===== config.mk =====
export PLATFORM = sky130hd
export DESIGN_NAME = modmul_2089_pipe
export DESIGN_NICKNAME = d
export VERILOG_FILES = /design/src/rtl/gf2089_pkg.sv /design/src/rtl/modmul_2089_pipe_corr.sv /design/src/rtl/modmul_2089_pipe.sv
export SDC_FILE = /design/constraint.sdc
export NUM_CORES = 1
export LEC_CHECK = 0
export ABC_AREA = 1
export CAP_MARGIN = 20
export CORE_ASPECT_RATIO = 1.4
export CORE_MARGIN = 2
export CORE_UTILIZATION = 40
export DETAILED_ROUTE_END_ITERATION = 12
export GPL_TIMING_DRIVEN = 0
export SYNTH_ARGS = -nofsm -noshare
export SYNTH_HDL_FRONTEND = slang
export SYNTH_SLANG_ARGS = --single-unit

===== constraint.sdc =====
create_clock -name clk -period 13.05 [get_ports clk]
set_input_delay 1.305 -clock clk [delete_from_list [all_inputs] [get_ports clk]]
set_output_delay 1.305 -clock clk [all_outputs]
set_load 0.005 [all_outputs]

===== src/rtl/gf2089_pkg.sv =====
// Shared constants and the Barrett quotient estimate for arithmetic over GF(2089).
package gf2089_pkg;
  localparam int Q   = 2089;
  localparam int QW  = 12;
  localparam int K   = 24;
  localparam int M   = 8031;
  localparam int PW  = 2 * QW;   // full product width
  localparam int QEW = 13;       // quotient estimate width, M < 2^13
  localparam int XW  = PW + QEW; // x*M width
  localparam int RW  = QW + 2;   // remainder before correction is < 3Q < 2^14

  typedef logic [QW-1:0]  elem_t;
  typedef logic [PW-1:0]  prod_t;
  typedef logic [QEW-1:0] qe_t;

  localparam elem_t Q_E = elem_t'(Q);

  function automatic qe_t barrett_est(input prod_t x);
    logic [XW-1:0] w_p;
    w_p = XW'(x) * XW'(M);
    return qe_t'(w_p >> K);
  endfunction
endpackage


===== src/rtl/modmul_2089_pipe_corr.sv =====
// Combinational Barrett correction: r = x - qe*Q followed by up to two subtractions of Q.
module barrett_corr_2089
  import gf2089_pkg::*;
(
  input  logic [PW-1:0]  i_x,
  input  logic [QEW-1:0] i_qe,
  output logic [QW-1:0]  o_r
);

  function automatic logic [RW-1:0] sub_q(input logic [RW-1:0] r);
    logic signed [RW:0] d;
    d = $signed({1'b0, r}) - $signed((RW+1)'(Q));
    return d[RW] ? r : RW'(d);
  endfunction

  logic [PW-1:0] w_qq;
  logic [RW-1:0] w_r0;
  logic [RW-1:0] w_r1;
  logic [RW-1:0] w_r2;

  // The true remainder is below 3Q, so keeping only the low RW bits is exact.
  assign w_qq = PW'(i_qe) * PW'(Q);
  assign w_r0 = RW'(i_x - w_qq);
  assign w_r1 = sub_q(w_r0);
  assign w_r2 = sub_q(w_r1);
  assign o_r  = QW'(w_r2);

endmodule


===== src/rtl/modmul_2089_pipe.sv =====
// Three-stage pipelined a*b mod 2089 with valid/ready flow control and a global stall.
module modmul_2089_pipe
  import gf2089_pkg::*;
(
  input  logic          clk,
  input  logic          rst,
  input  logic          in_valid,
  output logic          in_ready,
  input  logic [QW-1:0] in_a,
  input  logic [QW-1:0] in_b,
  output logic          out_valid,
  input  logic          out_ready,
  output logic [QW-1:0] out_r,
  output logic          out_err
);

  logic           w_adv;
  logic           w_err_in;
  logic [PW-1:0]  w_x_in;
  logic [QW-1:0]  w_r;

  logic           r_vld_p0;
  logic           r_err_p0;
  logic [PW-1:0]  r_x_p0;

  logic           r_vld_p1;
  logic           r_err_p1;
  logic [PW-1:0]  r_x_p1;
  logic [QEW-1:0] r_qe_p1;

  logic           r_vld_p2;
  logic           r_err_p2;
  logic [QW-1:0]  r_r_p2;

  // Whole pipeline moves together; a held output freezes every stage.
  assign w_adv    = !r_vld_p2 || out_ready;
  assign in_ready = w_adv;

  assign w_x_in   = PW'(in_a) * PW'(in_b);
  assign w_err_in = (in_a >= Q_E) || (in_b >= Q_E);

  always_ff @(posedge clk or posedge rst) begin
    if (rst) begin
      r_vld_p0 <= 1'b0;
      r_err_p0 <= 1'b0;
      r_vld_p1 <= 1'b0;
      r_err_p1 <= 1'b0;
      r_vld_p2 <= 1'b0;
      r_err_p2 <= 1'b0;
      r_r_p2   <= '0;
    end else if (w_adv) begin
      // S1 -> S2 -> S3 control, plus the registered result
      r_vld_p0 <= in_valid;
      r_err_p0 <= w_err_in;
      r_vld_p1 <= r_vld_p0;
      r_err_p1 <= r_err_p0;
      r_vld_p2 <= r_vld_p1;
      r_err_p2 <= r_err_p1;
      r_r_p2   <= w_r;
    end
  end

  always_ff @(posedge clk) begin
    if (w_adv) begin
      // S1: product; S2: quotient estimate with x carried alongside
      r_x_p0  <= w_x_in;
      r_x_p1  <= r_x_p0;
      r_qe_p1 <= barrett_est(r_x_p0);
    end
  end

  // S3: subtract-and-correct, registered above into r_r_p2
  barrett_corr_2089 u_corr (
    .i_x  (r_x_p1),
    .i_qe (r_qe_p1),
    .o_r  (w_r)
  );

  assign out_valid = r_vld_p2;
  assign out_r     = r_r_p2;
  assign out_err   = r_err_p2;

endmodule

Yosys cells after proc, flatten, opt, wreduce, memory -nomap -nowiden
Index checks and enable logic that the tools add are counted.
{"block": "classes", "add_sub_neg": 3, "n_mul": 3, "order_cmp": 2, "n_mux": 2, "n_reduce_logical": 3}
{"cell": "24-bit by 13-bit multiplier with 37-bit output (second input constant)", "count": 1}
{"cell": "14-bit by 12-bit subtractor with 15-bit output (second input constant)", "count": 2}
{"cell": "12-bit >= comparator (second input constant)", "count": 2}
{"cell": "12-bit by 12-bit multiplier with 24-bit output", "count": 1}
{"cell": "13-bit by 12-bit multiplier with 14-bit output (second input constant)", "count": 1}
{"cell": "14-bit 2-to-1 mux", "count": 1}
{"cell": "14-bit subtractor", "count": 1}
{"cell": "12-bit 2-to-1 mux", "count": 1}
{"cell": "1-bit logical OR", "count": 2}
{"cell": "1-bit logical NOT", "count": 1}
{"block": "word_totals", "register_bits": 69, "input_bits": 28, "out_inout_bits": 15, "wordCells": 23}

Longest topological paths before layout
{"block": "depth", "ltp_word": 6, "depth_mapped": 35, "mapped_depth_nobuf": 34}

By module
A second synthesis with hierarchy kept.
{"block": "unflattened", "cells_unflattened": 2126, "hier_area_um2": 17883.4}
{"mod": "modmul_2089_pipe", "instances": 1, "cells_each": 1623, "area_per_inst_um2": 14707.9, "seq_area_each_um2": 2282.2}
{"mod": "barrett_corr_2089", "instances": 1, "cells_each": 503, "area_per_inst_um2": 3175.5, "seq_area_each_um2": 0.0}

Worst setup path before layout
Ideal clock, no wire load.
{"block": "synth_path", "kind": "input-to-reg", "from": "in in_b[11]", "to": "reg r_x_p0[22], data pin", "setup_ns": 0.258, "t_arrival_ns": 6.272, "required_ns": 12.792, "slack_ns": 6.520, "cell_stages": 23, "path_buffers": 1, "cell_sequence": "clkbuf_1 > nand2_1 > fa_1 > fa_1 > inv_1 > fa_1 > inv_1 > fa_1 > inv_1 > fa_1 > ha_1 > a21oi_1 > o21a_1 > o21ai_0 > a21boi_0 > o21ai_0 > nand2_1 > nand2_1 > a21oi_1 > o21ai_0 > a21o_1 > a21oi_1 > xnor2_1"}
{"block": "synth_between", "elab_chain_cells": 1}
{"item": "from (decl)", "line": "modmul_2089_pipe.sv:10", "rtl": "input logic [QW-1:0] in_b,"}
{"item": "12-bit by 12-bit multiplier with 24-bit output", "line": "modmul_2089_pipe.sv:39", "rtl": "assign w_x_in = PW'(in_a) * PW'(in_b);"}
{"item": "net w_x_in[22]", "line": "modmul_2089_pipe.sv:19", "rtl": "logic [PW-1:0] w_x_in;"}
{"item": "to (signal assigned)", "line": "modmul_2089_pipe.sv:66", "rtl": "r_x_p0 <= w_x_in;"}
{"item": "to (decl)", "line": "modmul_2089_pipe.sv:24", "rtl": "logic [PW-1:0] r_x_p0;"}
The timed path passes the listed nets, and every way through them passes these cells.
A chain may end at the register's enable or synchronous reset.

Worst setup path after layout
{"block": "layout_path", "from": "in in_a[0]", "to": "reg r_x_p0[22], data pin"}
{"block": "layout_between", "elab_chain_cells": 1}
{"item": "from (decl)", "line": "modmul_2089_pipe.sv:9", "rtl": "input logic [QW-1:0] in_a,"}
{"item": "12-bit by 12-bit multiplier with 24-bit output", "line": "modmul_2089_pipe.sv:39"}
{"item": "net w_x_in[22]", "line": "modmul_2089_pipe.sv:19"}
The timed path passes the listed nets, and every way through them passes these cells.

==> results.cfg <==
[floorplanning]
die_y_um = 244.0
core_um2 = 40390
rows = 87
initial_core_util = 0.4074
num_io_pins = 43
dieArea_um2 = 42800
die_x_um = 175.4

[placed_design]
postPlaceCellArea_um2 = 17580
dp_hpwl_um = 31870
numPortBuffers = 42
place.gp.congestion = 0.8956

[sta]
rsz0062_at_grt = no
finalCriticalPeriod_ns = 7.522
fin_crit_sh = 0.5764
worst_pin_slew_ns = 0.8912
fin_tns_setup_ns = 0
slew_headroom = 0.3993
final-setup-viol-count = 0
drv_slew = 0
hold_violations = 0
max_freq_mhz = 132.9
clock_skew_ns = 0.01183
whs_ns = 0.4726

[clocking]
cts_root_buffer = clkbuf_16
cts_hold_buf = 0
numCtsBuffers = 9
post_cts_buffers = 0
cts.sink_count = 69
path_clk_slew_ns = 0.06
cts_resized = 0
clk_latency_ns = 0.37
cts_buffer_depth = 2
ctsHtreeMaxLevel = 3
cts_tree = built

[worst_setup_path]
critPathKind = primary input to register
crit_path_end_kind = register
critical_path_buf_inv_count = 5
cp_data_arrival_time_ns = 7.64
required_ns = 13.16
worstPathCellList = clkdlybuf4s50_1 > clkbuf_1 > nand2_1 > fa_1 > fa_1 > inv_1 > fa_1 > inv_1 > fa_1 > inv_1 > fa_1 > ha_1 > a21oi_1 > o21a_1 > o21ai_0 > a21boi_0 > o21ai_0 > nand2_1 > nand2_1 > a21oi_1 > o21ai_0 > a21o_1 > a21oi_1 > xnor2_1
cp_max_fo = 10
crit_path_start_kind = primary input
cp_slowest_cell = clkdlybuf4s50_1
cp_top_family = adder cells
cp_slowest_stage_delay_ns = 0.57
cpMostUsedCell = fa_1

[logic_synthesis]
synth_edf_count = 51
synth-warning-count = 0
synth_most_common_cell = inv_1
synth_top_area_share = 0.3516
ys_ff_latch = 69
yosysTopAreaCell = fa_1
synth_nets = 2437
ys_top_cells_by_area = fa_1, ha_1, inv_1
synth_common_cells = inv_1, nand2_1, fa_1
synth.cell_area_um2 = 16450
syn_area_per_cell_um2 = 8.752
ys_async_sr_fraction = 0.2609
yosysSeqAreaShare = 0.1204
synth_flop_cell = edfxtp_1
synthCells = 1880
synth_cell_type_count = 47

[routing]
viasPerCell = 4.811
wl_um = 36460
via_count = 11900
postRouteAntennaNets = 0
drt_iter0_drc = 562
drc = 0
detail_route.wl_per_cell_um = 14.74
drt_pass1_iterations = 5

[flow_run]
drv_cap = 0

[grt]
grt_pass1_wl_um = 62520
grtUsageTotal = 0.1840
grt_antenna_before_repair = 0
met2_usage = 0.3768
grt.busiest_layer = met2
grt_use_met3 = 0.01524
grt_max_degree = 39
grt_pass1_vias = 13460
overflow = 0
grtUsageMet1 = 0.1803

[hold_path]
hold_path.class = register to register

[outcome]
status = completed

[cells_and_area]
fillerInstances = 3907
layout-drive-gt1-share = 0.03763
fin_util = 0.4428
antennaDiodeCount = 0
final_nets = 2492
area_delta_synth_final_pct = 8.669
final_area_um2 = 17880
[path summary, 6_finish.rpt]
check,cells past startpoint,startpoint,endpoint,slack [ns]
worst max register to register,17,r_x_p0[13],r_qe_p1[9],7.27
worst min-delay path,1,r_vld_p1,out_valid,0.47
min in group asynchronous,2,rst,out_r[7],1.34
worst max-delay path,24,in_a[0],r_x_p0[22],5.53
worst min register to register,1,r_vld_p1,out_valid,0.47
max in group asynchronous,2,rst,out_r[0],11.28
[logic make-up (layout without fill, tap and decap cells)]
logic type	Yosys count	count (layout)	synth area share
DFF	69	69	0.1204
buffers and inverters	561	621	0.1303
and+or+nand+nor	549	549	0.1449
AOI/OAI and AO/OA	127	127	0.04509
adders and majority gates	529	529	0.5341
xor gates and xnor gates	45	45	0.02509
[state kept, by name (all words and copies together), names as in the netlist]
signal and flops:
out_valid 1, r_vld_p1 1, out_err 1, r_err_p0 1, r_x_p0 24, r_vld_p0 1, r_err_p1 1, out_r 12
r_qe_p1 13, r_x_p1 14
[stage by stage]
step	cells	setup slack, ns
2_1_floorplan	1880	6.520
3_3_place_gp	2456	5.158
3_5_place_dp	2458	5.052
4_1_cts	2474	5.432
5_1_grt	2474	5.055
6_report	2474	5.528
[routing by layer]
layer	up-vias	wire length [um]
met3	91	613
met2	182	21110
li1	5767	-
met1	5862	13110
met5	-	0
met4	0	1624
[cells in the final DEF, fill, tap and decap left out, drive strengths merged, types with 8 or more instances in the layout]
cell	netlist	routed
clkbuf	25	34
xnor2	18	18
nand4	21	21
o21ai	32	32
nand2	397	397
fa	289	289
a21oi	60	60
inv	528	533
xor2	27	27
buf	7	9
edfxtp	51	51
or2	9	9
nand3b	8	8
clkdlybuf4s50	0	42
nor2	52	52
dfrtp	18	18
ha	240	240
nand3	55	55
[layout make-up]
type	instances	area, um2	area share
buffer	32	158.9	0.008887
multi-input combinational	1250	12340	0.6899
inverter	529	1986	0.1110
tap	534	668.1	0.03737
sequential	69	1982	0.1108
clock buffer	9	225.2	0.01260
timing repair buffer	44	445.4	0.02491
clock inverter	7	80.08	0.004478
Power is left out: the tool's default activity adds up to more than one toggle a clock period on the data nets, which glitch-free logic cannot reach.
